===== src/rtl/matrix_cfg_loader.sv =====
// Shadow-buffered loader for the 18 routing descriptors of a 5x4 switch-matrix tile.
// Optional readback port of the committed configuration: define MATRIX_CFG_READBACK_EN.
module matrix_cfg_loader #(
  parameter int N_TB = 5,
  parameter int N_LR = 4,
  parameter int DW   = 6
) (
  input  logic                               clk,
  input  logic                               rst_n,
  input  logic                               start,
  input  logic                               cfg_valid,
  input  logic [DW-1:0]                      cfg_data,
  output logic                               cfg_ready,
  output logic                               busy,
  output logic                               done,
  output logic                               err,
  output logic [1:0]                         err_code,
  output logic [(2*N_TB+2*N_LR)*DW-1:0]      active_cfg,
  output logic [7:0]                         commit_cnt
`ifdef MATRIX_CFG_READBACK_EN
  ,
  input  logic                               rd_en,
  input  logic [4:0]                         rd_addr,
  output logic [DW-1:0]                      rd_data,
  output logic                               rd_valid
`endif
);

  localparam int N_ENT = 2*N_TB + 2*N_LR;
  localparam int KW    = $clog2(N_ENT);

  localparam logic [2:0] S_IDLE   = 3'd0;
  localparam logic [2:0] S_LOAD   = 3'd1;
  localparam logic [2:0] S_CSUM   = 3'd2;
  localparam logic [2:0] S_COMMIT = 3'd3;
  localparam logic [2:0] S_ERR    = 3'd4;

  localparam logic [1:0] E_NONE = 2'd0;
  localparam logic [1:0] E_SIDE = 2'd1;
  localparam logic [1:0] E_IDX  = 2'd2;
  localparam logic [1:0] E_CSUM = 2'd3;

  logic [2:0]            state;
  logic [KW-1:0]         cnt;
  logic [DW-1:0]         xsum;
  logic [N_ENT*DW-1:0]   shadow;
  logic [DW-1:0]         csum_word_p0;
  logic                  vld_p0;
  logic                  xfer;
  logic [1:0]            chk;

  // Source side encoding: 0 off, 1 top, 2 right, 3 bottom, 4 left.
  // Destination side of entry k follows the top/bottom/left/right ordering.
  function automatic logic [1:0] desc_check(input logic [DW-1:0] w, input logic [KW-1:0] k);
    int side;
    int idx;
    int kk;
    int dside;
    int didx;
    side = int'(w[2:0]);
    idx  = int'(w[DW-1:3]);
    kk   = int'(k);
    if (kk < N_TB) begin
      dside = 1;
      didx  = kk;
    end else if (kk < 2*N_TB) begin
      dside = 3;
      didx  = kk - N_TB;
    end else if (kk < 2*N_TB + N_LR) begin
      dside = 4;
      didx  = kk - 2*N_TB;
    end else begin
      dside = 2;
      didx  = kk - 2*N_TB - N_LR;
    end
    desc_check = E_NONE;
    if (side == 0)
      desc_check = E_NONE;
    else if (side > 4)
      desc_check = E_SIDE;
    else if ((side == 1 || side == 3) && idx >= N_TB)
      desc_check = E_IDX;
    else if ((side == 2 || side == 4) && idx >= N_LR)
      desc_check = E_IDX;
    else if (side == dside && idx == didx)
      desc_check = E_IDX;
  endfunction

  // The checksum word is registered before comparison, so CSUM stops
  // accepting while the captured word is pending.
  assign cfg_ready = (state == S_LOAD) || (state == S_CSUM && !vld_p0);
  assign busy      = (state == S_LOAD) || (state == S_CSUM);
  assign xfer      = cfg_valid && cfg_ready;
  assign chk       = desc_check(cfg_data, cnt);

  always_ff @(posedge clk or negedge rst_n) begin
    if (!rst_n) begin
      state        <= S_IDLE;
      cnt          <= '0;
      xsum         <= '0;
      shadow       <= '0;
      csum_word_p0 <= '0;
      vld_p0       <= 1'b0;
      active_cfg   <= '0;
      commit_cnt   <= '0;
      done         <= 1'b0;
      err          <= 1'b0;
      err_code     <= E_NONE;
    end else begin
      done <= 1'b0;
      case (state)
        S_IDLE, S_ERR: begin
          if (start) begin
            state    <= S_LOAD;
            cnt      <= '0;
            xsum     <= '0;
            vld_p0   <= 1'b0;
            err      <= 1'b0;
            err_code <= E_NONE;
          end
        end
        S_LOAD: begin
          if (start) begin
            cnt  <= '0;
            xsum <= '0;
          end else if (xfer) begin
            if (chk != E_NONE) begin
              err      <= 1'b1;
              err_code <= chk;
              state    <= S_ERR;
            end else begin
              shadow[int'(cnt)*DW +: DW] <= cfg_data;
              xsum <= xsum ^ cfg_data;
              if (cnt == KW'(N_ENT-1))
                state <= S_CSUM;
              else
                cnt <= cnt + 1'b1;
            end
          end
        end
        // Stage p0: captured checksum word compared against the running XOR
        S_CSUM: begin
          if (start) begin
            state  <= S_LOAD;
            cnt    <= '0;
            xsum   <= '0;
            vld_p0 <= 1'b0;
          end else if (vld_p0) begin
            vld_p0 <= 1'b0;
            if (csum_word_p0 == xsum) begin
              state <= S_COMMIT;
            end else begin
              err      <= 1'b1;
              err_code <= E_CSUM;
              state    <= S_ERR;
            end
          end else if (xfer) begin
            csum_word_p0 <= cfg_data;
            vld_p0       <= 1'b1;
          end
        end
        S_COMMIT: begin
          active_cfg <= shadow;
          commit_cnt <= commit_cnt + 8'd1;
          done       <= 1'b1;
          if (start) begin
            state    <= S_LOAD;
            cnt      <= '0;
            xsum     <= '0;
            err      <= 1'b0;
            err_code <= E_NONE;
          end else begin
            state <= S_IDLE;
          end
        end
        default: state <= S_IDLE;
      endcase
    end
  end

`ifdef MATRIX_CFG_READBACK_EN
  always_ff @(posedge clk or negedge rst_n) begin
    if (!rst_n) begin
      rd_data  <= '0;
      rd_valid <= 1'b0;
    end else begin
      rd_valid <= rd_en;
      if (rd_en) begin
        if (int'(rd_addr) < N_ENT)
          rd_data <= active_cfg[int'(rd_addr)*DW +: DW];
        else
          rd_data <= '0;
      end
    end
  end
`endif

endmodule


===== config.mk =====
export PLATFORM = sky130hd
export DESIGN_NAME = matrix_cfg_loader
export DESIGN_NICKNAME = d
export VERILOG_FILES = /design/src/rtl/matrix_cfg_loader.sv
export SDC_FILE = /design/constraint.sdc
export NUM_CORES = 1
export LEC_CHECK = 0
export CAP_MARGIN = 20
export CORE_MARGIN = 2
export CORE_UTILIZATION = 37
export CTS_CLUSTER_SIZE = 40
export DETAILED_ROUTE_END_ITERATION = 8
export SYNTH_ARGS = -nofsm -noshare
export SYNTH_HDL_FRONTEND = slang
export SYNTH_SLANG_ARGS = --single-unit

===== constraint.sdc =====
create_clock -name clk -period 11.8 [get_ports clk]
set_clock_uncertainty 0.05 [all_clocks]
set_input_delay 2.36 -clock clk [delete_from_list [all_inputs] [get_ports clk]]
set_output_delay 2.36 -clock clk [all_outputs]
set_load 0.02 [all_outputs]

Word-level counts from Yosys, hierarchy flattened. Index checks and enable logic that the tools add are counted. W data, S select, Z words.

Output and inout port bits: 122. Input port bits: 10. Flip-flop bits (word level): 249.

Bitwise gates (word level): 4. Multiply operators: 1. Muxes and demuxes: 54. Equality and inequality tests: 26. Reduce and logical (&&, ||, !) cells: 26. Shift operators: 2. Order comparisons: 6. Add/subtract/negate cells: 6.

Operators with widths (number): $mux W32 (4); $bwmux W108 (1); $shift A6 B33 Y108 const A (1); $shiftx A6 B33 Y108 (1); $eq A4 B32 Y1 (2); $neg A8 Y33 (1); $mux W3 (10); $mux W5 (5); $mux W2 (12); $mux W6 (4); $eq A3 B3 Y1 const B (4); $mux W1 (12); $ne A2 B2 Y1 const B (6); $ne A3 B3 Y1 const B (4); $pmux W3 S4 (1); $pmux W6 S2 (1); $reduce_and A4 Y1 (3); $lt A5 B4 Y1 const B (2); $pmux W5 S2 (1); $reduce_and A5 Y1 (2); $eq A3 B2 Y1 const B (3); $add A8 B1 Y8 const B (1); $reduce_and A8 Y1 (1); $mul A5 B2 Y7 const B (1); 27 further kinds (42).

Depth between registers and ports, before layout. Gate-level depths: netlist (run 1).

Depth in word-level cells: 17. Gate-level depth with buffers: 17. Gate-level depth less buffers: 13.

Worst setup path after synthesis (run 1). OpenSTA, ideal clock, no wires.

Kind: input-to-reg. Start: in cfg_data[4]. End: reg shadow[53]. Stages on the path: 9. Data arrival time: 4.728 ns. Path buffers: 2. Data required time: 11.622 ns. Path slack: 6.894 ns. Cell sequence: clkbuf_1 -> or4b_2 -> nand4_1 -> and3_1 -> and2_1 -> o21ai_4 -> buf_4 -> nor4_1 -> mux2_1.

Cells in the longest elaborated chain, start to end: 10.

RTL lines: start: declaration (line 12) `input logic [DW-1:0] cfg_data,`; $eq A4 B32 Y1 (line 85) `else if (side == dside && idx == didx)`; $logic_and A1 B1 Y1 (line 85); $mux W2 (line 85); $mux W2 (line 83) `else if ((side == 2 || side == 4) && idx >= N_LR)`; $mux W2 (line 81) `else if ((side == 1 || side == 3) && idx >= N_TB)`; $mux W2 (line 79) `else if (side > 4)`; $mux W2 (line 77) `if (side == 0)`; $reduce_bool A2 Y1 (line 127) `if (chk != E_NONE) begin`; $not A1 Y1 (no source line); $reduce_and A4 Y1 (no source line); end signal: indexed assignment (line 132) `shadow[int'(cnt)*DW +: DW] <= cfg_data;`; end: declaration (line 46) `logic [N_ENT*DW-1:0] shadow;`.

Parallel ways exist; a longest one is shown, timed or not. A chain may end at the register's enable or synchronous reset.

Worst setup path after layout (run 1).
Start: reg cnt[2]. End: reg shadow[24].

Cells in the longest elaborated chain, start to end: 15.

RTL lines: start: declaration (line 44) `logic [KW-1:0] cnt;`; start signal: assignment (line 137) `cnt <= cnt + 1'b1;`; $sub A5 B4 Y6 (line 71, 74); $sub A6 B4 Y7 (line 74) `didx = kk - 2*N_TB - N_LR;`; $mux W32 (line 69) `end else if (kk < 2*N_TB + N_LR) begin`; $mux W32 (line 66) `end else if (kk < 2*N_TB) begin`; $mux W32 (line 63) `if (kk < N_TB) begin`; $eq A4 B32 Y1 (line 85); $logic_and A1 B1 Y1 (line 85); $mux W2 (line 85); $mux W2 (line 83); $mux W2 (line 81); $mux W2 (line 79); $mux W2 (line 77); $reduce_bool A2 Y1 (line 127); $not A1 Y1 (no source line); $reduce_and A4 Y1 (no source line).

Parallel ways exist; a longest one is shown, timed or not.

==> reports/metrics.yaml, run 1 <==
status: "complete, no violations"
hold_buffers: 0
maxClockFrequency_mhz: 176.6
min_from: "shadow[79]"
dp_hpwl_um: 25420
finalSetupTns_ns: 0
gr-total-overflow: 0
ios: 132
crit_type: "flip-flop to flip-flop"
dp.cells: 1789
synth_edf_count: 0
hold_violations: 0
place_congestion: 0.9698
viasPerCell: 5.263
antenna_found_initial: 1
p_total_mw: 2.744
antenna_cells: 0
leakage_nw: 7.040
die-area_mm2: 0.03419
p_int_mw: 1.649
synth-seq-cells: 249
grt_max_degree: 117
cp_common_cell: "inv_1"
critPathArrivalTime_ns: 6.03
core_mm2: 0.03237
std_cell_rows: 66
cts-resized-gates: 0
clockBufferDepth: 3
grt_pass1_vias: 9657
cts.sinks: 249
syn-cell-area_mm2: 0.01211
drc_errors: 0
fin_nets: 1405
synth_seq_area_share: 0.5146
htreeDepth: 1
combPwrFrac: 0.358
maxCapViolCount: 0
track_usage: 0.2084
startpoint_type: "flip-flop"
postCtsSetupBuffers: 0
layout-drive-gt1-share: 0.1195
cts.clk_slew.worst_paths_ns: 0.06
slowest_stage: "dfrtp_1"
die_h_um: 184.9
p_sw_frac: 0.3991
cpPeakStageDelay_ns: 0.76
r2r-start: "cnt[2]"
path_cells: "inv_1 > ha_1 > xnor2_1 > nand3b_1 > or2_2 > a21o_1 > inv_1 > ha_1 > inv_1 > nor3_1 > o211ai_2 > buf_4 > nor2b_1 > mux2_2"
syn_nets: 1298
path_buf_inv: 4
root_buffer: "clkbuf_16"
initial_core_util: 0.3740
synth-main-ff-cell: "dfrtp_1"
cts_buffers: 27
setup_viol: 0
grt_pass1_wl_um: 55680
switching_power_mw: 1.095
cp-end-kind: "flip-flop"
startpoint: "cnt[2]"
ys_warn_count: 0
dr.pass1.iters: 5
slew_headroom: 0.3495
hp-class: "flip-flop to flip-flop"
areaGrowthSynthToFinish_pct: 21.63
ant_nets: 0
first_iter_violations: 611
synth_area_per_cell_um2: 9.541
dr_total_vias: 9679
routedWlPerCell_um: 19.18
cp_max_fo: 32
slew_violations: 0
final_util: 0.4549
pwr-share-clk: 0.310
stdcell_count: 1839
power.density_mw_per_mm2: 186.3
tightest_slew_ns: 0.9715
rsz0062_at_grt: "no"
die_width_um: 184.9
io_buffers: 131
seqPwrFrac: 0.332
wirelength_um: 35260
synthDistinctLibCells: 73
async_reset_ff_frac: 1.000
crit_family: "simple AND/OR/NAND/NOR gates"
required_ns: 12.17
cts_tree: "done"
syn_inst: 1269
clk_latency_ns: 0.53
fin_crit_ns: 5.663
max-vdd-ir-drop_uv: 106.3
finalCritPeriodShare: 0.4799
## placed cells by master, fill, tap and decap left out, types with 9 or more instances in the layout
cell type,count
dfrtp_1,249
xor2_1,12
a21oi_1,29
xnor2_1,18
nand4_1,17
nand2_1,394
nor3_1,19
a22o_1,9
a21o_1,9
ha_1,18
clkbuf_16,27
nor4_1,14
o22ai_1,21
clkdlybuf4s50_1,130
mux2_2,86
clkbuf_8,10
nor2b_1,12
buf_4,15
inv_1,18
o21ai_0,54
or3_1,11
nor2_1,53
nand3_1,20
and3_1,11
## stage by stage
| stage | hold WS (ns) | setup slack [ns] | instance area (um2) |
|---|---|---|---|
| after floorplan | 0.3815 | 6.894 | 12110 |
| after global placement | 0.3984 | 5.944 | 13820 |
| after detailed placement | 0.4035 | 5.868 | 13820 |
| after CTS | 0.4192 | 6.201 | 14730 |
| after global routing | 0.4348 | 5.721 | 14730 |
| final | 0.4154 | 6.137 | 14730 |
## worst min-delay path: cells and delay by family (launching register included)
family	cells	cell delay, ns
DFF	1	0.34
and+or+nand+nor	2	0.10
## cell families after synthesis
| family | Yosys count | share of synthesized area |
|---|---|---|
| flip-flops | 249 | 0.5146 |
| AO/OA/AOI/OAI | 190 | 0.1070 |
| XOR/XNOR | 30 | 0.02170 |
| AND/OR/NAND/NOR | 594 | 0.2149 |
| multiplexers | 100 | 0.09238 |
| adder cells (fa/ha/maj) | 19 | 0.02025 |
| buffers and inverters | 87 | 0.02914 |
## worst paths after layout
path | to | slack [ns] | cells past startpoint
max | shadow[24] | 6.14 | 14
min reg2reg | active_cfg[79] | 0.42 | 2
max reg2reg | shadow[24] | 6.14 | 14
min | active_cfg[79] | 0.42 | 2
min in group asynchronous | active_cfg[14] | 1.85 | 1
max in group asynchronous | active_cfg[44] | 8.39 | 2
## metal layers
layer,part of all wire,GRT usage,up-vias
met3,0.050,0.02517,66
li1,-,-,4573
met5,0,0,-
met2,0.46,0.3371,273
met1,0.46,0.2957,4767
met4,0.029,0.05714,0
## power groups by stage
stage,Combinational (mW),Clock [mW],Sequential [mW]
final,0.981,0.851,0.911
after global routing,1.05,0.904,0.916
after CTS,0.959,0.870,0.911
after detailed placement,0.955,0,0.926
after global placement,0.961,0,0.926
after floorplan,0.603,0,0.918
## flip-flops by register name (all words and copies together) (netlist names)
register	cells
active_cfg	108
shadow	108
commit_cnt	8
csum_word_p0	6
xsum	6
cnt	5
state	3
err_code	2
done	1
err	1
vld_p0	1
## Yosys cell counts, drive strengths merged (3+ instances only)
cell type / count / area, um2
or4: 6 / 48.80
or3: 11 / 68.82
clkbuf: 51 / 192.7
o22ai: 21 / 131.4
inv: 19 / 71.32
a31oi: 6 / 37.54
o31ai: 8 / 60.06
nand2b: 6 / 37.54
nor4: 15 / 108.9
and4: 5 / 43.79
a21oi: 30 / 150.1
buf: 17 / 88.84
o211ai: 6 / 63.81
o21ai: 57 / 296.5
a2111oi: 3 / 46.30
o41ai: 8 / 70.07
nand4: 17 / 106.4
o22a: 3 / 26.28
xor2: 12 / 105.1
nand2: 395 / 1483
a22o: 9 / 78.83
a211oi: 3 / 27.52
and2: 8 / 50.05
nor2b: 12 / 75.07
a21o: 9 / 67.56
ha: 18 / 225.2
dfrtp: 249 / 6231
nor3: 19 / 95.09
a211o: 3 / 26.28
and3: 11 / 68.82
xnor2: 18 / 157.7
nor2: 53 / 198.9
o21a: 5 / 37.54
nand3: 20 / 100.1
mux2i: 6 / 60.06
mux2: 94 / 1059
or2: 8 / 50.05
## layout make-up
class | instances | area, um2
fillers | 3185 | 17640
inverters | 19 | 72.57
clock buffers | 43 | 835.8
repair buffers | 146 | 1429
clock inverters | 7 | 70.07
flip-flops and latches | 249 | 6231
well taps | 442 | 553.0
multi-input cells | 933 | 5535
(Power assumes the default switching activity.)
==> run 2, diff against run 1 <==
Clock period 11.8 ns to 5.7 ns, I/O delays scaled along.
==> run 2 against run 1 <==
Net effect: setup slack worse by 5.1 ns; non-clock buffer count is 19 higher; first-iteration DRC count is 15% higher; global-route usage is 0.64 points higher; largest cell class unchanged; highest routed layer unchanged.
==> reports/metrics.yaml, run 2 (synthesis gave the netlist of run 1 again) <==
status: "complete, no violations"
regArea_mm2: 0.006231
max-vdd-ir-drop_uv: 228.5
grt_pass1_vias: 9784
critPathArrivalTime_ns: 5.03
die-area_mm2: 0.03419
cp-end-kind: "flip-flop"
drc_errors: 0
htreeDepth: 1
layout-drive-gt1-share: 0.1316
dp.cells: 1808
gr-total-overflow: 0
grt_max_degree: 131
dp_hpwl_um: 26560
routedWlPerCell_um: 19.66
pwr-share-clk: 0.299
p_sw_frac: 0.4065
slew_headroom: 0.3221
cts_tree: "done"
fin_nets: 1423
slew_violations: 0
wirelength_um: 36470
power.density_mw_per_mm2: 388.8
maxCapViolCount: 0
setup_viol: 0
cts_buffers: 26
final_common_cell: "nand2_1"
postCtsSetupBuffers: 0
r2r-start: "cnt[1]"
tightest_slew_ns: 1.017
root_buffer: "clkbuf_16"
crit_type: "flip-flop to flip-flop"
seqPwrFrac: 0.326
maxClockFrequency_mhz: 215.0
multiInputGateArea_mm2: 0.005543
viasPerCell: 5.320
areaGrowthSynthToFinish_pct: 22.73
cts.clk_slew.worst_paths_ns: 0.06
fin_crit_ns: 4.650
antenna_cells: 0
ant_nets: 0
finalCritPeriodShare: 0.8158
min_from: "shadow[79]"
hold_buffers: 0
p_int_mw: 3.430
hold_violations: 0
die_h_um: 184.9
die_width_um: 184.9
io_buffers: 131
leakage_nw: 7.137
cts-resized-gates: 0
track_usage: 0.2148
first_iter_violations: 705
core_mm2: 0.03237
hp-class: "flip-flop to flip-flop"
antenna_found_initial: 0
required_ns: 6.08
clockBufferDepth: 3
ios: 132
finalSetupTns_ns: 0
rrSetupSlack_ns: 1.05
place_congestion: 0.9744
fillers: 3186
grt_pass1_wl_um: 57020
combPwrFrac: 0.375
cts.sinks: 249
r2r-end: "shadow[49]"
dr.pass1.iters: 5
hold-path-endpoint: "active_cfg[79]"
switching_power_mw: 2.349
rsz0062_at_grt: "no"
dr_total_vias: 9869
final_util: 0.4591
stdcell_count: 1855
reg_top3: "active_cfg x108, shadow x108, commit_cnt x8"
hold_path_depth: 2
std_cell_rows: 66
initial_core_util: 0.3740
startpoint_type: "flip-flop"
mostFrequentLayoutCells: "nand2_1 (394), dfrtp_1 (249), clkdlybuf4s50_1 (130)"
clk_latency_ns: 0.54
cp_max_fo: 9
reg2regPathDepth: 11
[run 2: final cells by class]
| type | instances | area share |
|---|---|---|
| clock inverter | 10 | 0.007746 |
| sequential | 249 | 0.4193 |
| clock buffer | 37 | 0.05128 |
| multi-input combinational | 933 | 0.3730 |
| inverter | 19 | 0.004883 |
| tap | 442 | 0.03721 |
| timing repair buffer | 165 | 0.1066 |
[run 2: how the worst max path moves through the flow]
| stage | startpoint | to | slack, ns | depth (start not counted) |
|---|---|---|---|---|
| 6_report | cnt[1] | shadow[49] | 1.05 | 11 |
| 5_1_grt | cnt[1] | shadow[81] | 0.67 | 13 |
| 4_1_cts | cnt[1] | shadow[81] | 1.05 | 13 |
| 3_5_place_dp | cfg_data[0] | shadow[81] | 0.97 | 9 |
| 3_3_place_gp | cfg_data[0] | shadow[100] | 1.07 | 9 |
| 2_1_floorplan | cnt[2] | shadow[32] | 1.51 | 15 |
[run 2: power groups by stage]
stage	sequential, mW	combinational (mW)	clock, mW
6_report	1.88	2.17	1.73
4_1_cts	1.88	2.12	1.77
3_5_place_dp	1.91	2.11	0
2_1_floorplan	1.90	1.25	0
3_3_place_gp	1.91	2.14	0
5_1_grt	1.89	2.30	1.84
[run 2: layer usage]
| metal | wire length, um | share of wire | vias to the layer above | track usage |
|---|---|---|---|---|
| met5 | 0 | 0 | - | 0 |
| met4 | 678 | 0.019 | 0 | 0.05079 |
| met3 | 1874 | 0.051 | 46 | 0.03205 |
| met2 | 17210 | 0.47 | 307 | 0.3531 |
| met1 | 16710 | 0.46 | 4901 | 0.2993 |
| li1 | - | - | 4615 | - |
[run 2: worst max-delay path, stage by stage (launching register included)]
cell and delay, ns:
dfrtp_1 0.48, ha_1 0.32, fa_1 0.45, xor2_1 0.58, nor2_1 0.12, o211ai_1 0.21
xor2_1 0.73, nand2_1 0.48, a2111oi_4 0.39, buf_4 0.25, nand2_1 0.14, mux2_2 0.33
[run 2: through the flow]
stage                     cell area [um2]  hold slack (ns)  setup WS [ns]  power, mW
after global placement              13980           0.4005          1.066      4.050
after floorplan                     12110           0.3815          1.511      3.148
after CTS                           14860           0.4067          1.047      5.766
after detailed placement            13980           0.4017         0.9655      4.026
after global routing                14860           0.4398         0.6712      6.028
final                               14860           0.4054          1.050      5.778
==> run 3, diff against run 2 <==
Clock period 5.7 ns to 4.4 ns, I/O delays scaled along.
==> run 3 against run 2 <==
Net effect: die area unchanged; routed wire length up 1.3%; sequential power up 30%; register-to-register slack worse by 0.73 ns; sequential share of layout area down 0.70 points; cell count up 1.5%.
==> reports/metrics.yaml, run 3 (synthesis gave the netlist of run 1 again) <==
grt_pass1_wl_um: 57860
cts_buffers: 27
grt_max_degree: 121
maxClockFrequency_mhz: 245.1
std_cell_rows: 66
slew_headroom: 0.3205
maxCapViolCount: 0
die_h_um: 184.9
place_congestion: 0.9605
grt_pass1_vias: 10027
fin_area_mm2: 0.01511
final_util: 0.4668
htreeDepth: 1
first_iter_violations: 630
critPathArrivalTime_ns: 4.45
dp.cells: 1833
cts_tree: "done"
status: "complete, no violations"
combPwrFrac: 0.381
die_width_um: 184.9
finalCritPeriodShare: 0.9272
initial_core_util: 0.3740
hold_violations: 0
dr.pass1.iters: 5
reg_top3: "active_cfg x108, shadow x108, commit_cnt x8"
fin_nets: 1449
crit_type: "flip-flop to flip-flop"
p_int_mw: 4.720
hp-class: "input port to asynchronous set/reset pin"
antenna_cells: 0
p_sw_frac: 0.3941
leakage_nw: 7.293
clockBufferDepth: 3
viasPerCell: 5.267
track_usage: 0.2178
pwr-share-clk: 0.306
cp_max_fo: 7
dp_hpwl_um: 27100
cts.sinks: 249
required_ns: 4.77
cts-resized-gates: 0
die-area_mm2: 0.03419
root_buffer: "clkbuf_16"
wirelength_um: 36930
ios: 132
core_mm2: 0.03237
startpoint_type: "flip-flop"
final_common_cell: "nand2_1"
setup_viol: 0
finalSetupTns_ns: 0
rrSetupSlack_ns: 0.32
power.density_mw_per_mm2: 515.5
stdcell_count: 1883
rsz0062_at_grt: "no"
cp-end-kind: "flip-flop"
layout-drive-gt1-share: 0.1471
mostFrequentLayoutCells: "nand2_1 (394), dfrtp_1 (249), clkdlybuf4s50_1 (130)"
clk_latency_ns: 0.55
drc_errors: 0
hold_buffers: 0
antenna_found_initial: 0
hold_ws_ns: 0.4118
areaGrowthSynthToFinish_pct: 24.81
switching_power_mw: 3.070
ant_nets: 0
fin_crit_ns: 4.080
fillers: 3152
placed_cell_area_mm2: 0.01417
cts.clk_slew.worst_paths_ns: 0.06
postCtsSetupBuffers: 0
tightest_slew_ns: 1.019
gr-total-overflow: 0
io_buffers: 131
max-vdd-ir-drop_uv: 279.4
dr_total_vias: 9918
seqPwrFrac: 0.313
routedWlPerCell_um: 19.61
slew_violations: 0
## run 3: cell types whose count changed in the layout (fill, tap and decap cells not counted), sizes merged
cell,change
clkinv,+1
bufinv,+2
buf,+25
inv,+2
clkbuf,-2
## run 3: path summary, 6_finish.rpt
check / start / to / depth (start not counted)
worst max-delay path: cnt[1] / shadow[69] / 10
worst min-delay path: rst_n / active_cfg[31] / 1
worst max register to register: cnt[1] / shadow[69] / 10
worst min register to register: shadow[14] / active_cfg[14] / 2
max in group asynchronous: rst_n / active_cfg[34] / 2
min in group clk: shadow[14] / active_cfg[14] / 2
## run 3: metal layers
layer,track usage,wire [um]
met1,0.3044,16780
met2,0.3570,17290
met3,0.02969,2057
met4,0.05587,809
met5,0,0
## run 3: layout make-up
cell class / count / area, um2 / share of cell area
Sequential cell: 249 / 6231 / 0.4123
Multi-Input combinational cell: 933 / 5532 / 0.3660
Timing Repair Buffer: 190 / 1784 / 0.1181
Clock buffer: 35 / 745.7 / 0.04935
Tap cell: 442 / 553.0 / 0.03660
Clock inverter: 15 / 193.9 / 0.01283
Inverter: 19 / 72.57 / 0.004802
## run 3: critical path, stage by stage (launching register included)
cell	delay, ns
dfrtp_1	0.47
inv_1	0.19
ha_1	0.44
a211o_1	0.34
a21oi_1	0.32
o211ai_1	0.19
xor2_1	0.29
nor2_1	0.47
nand2_1	0.11
a2111oi_1	0.67
mux2_2	0.40
## run 3: power groups by stage
stage / clock [mW] / combinational [mW] / sequential [mW]
global route: 2.54 / 3.17 / 2.45
detailed placement: 0 / 2.89 / 2.48
finish: 2.39 / 2.97 / 2.44
global placement: 0 / 2.91 / 2.48
floorplan: 0 / 1.62 / 2.46
CTS: 2.44 / 2.90 / 2.44
## run 3: metrics by stage
step	power (mW)	setup WS, ns
2_1_floorplan	4.078	0.2107
3_3_place_gp	5.386	0.3684
3_5_place_dp	5.372	0.2840
4_1_cts	7.780	0.3804
5_1_grt	8.163	0.06640
6_report	7.790	0.3203
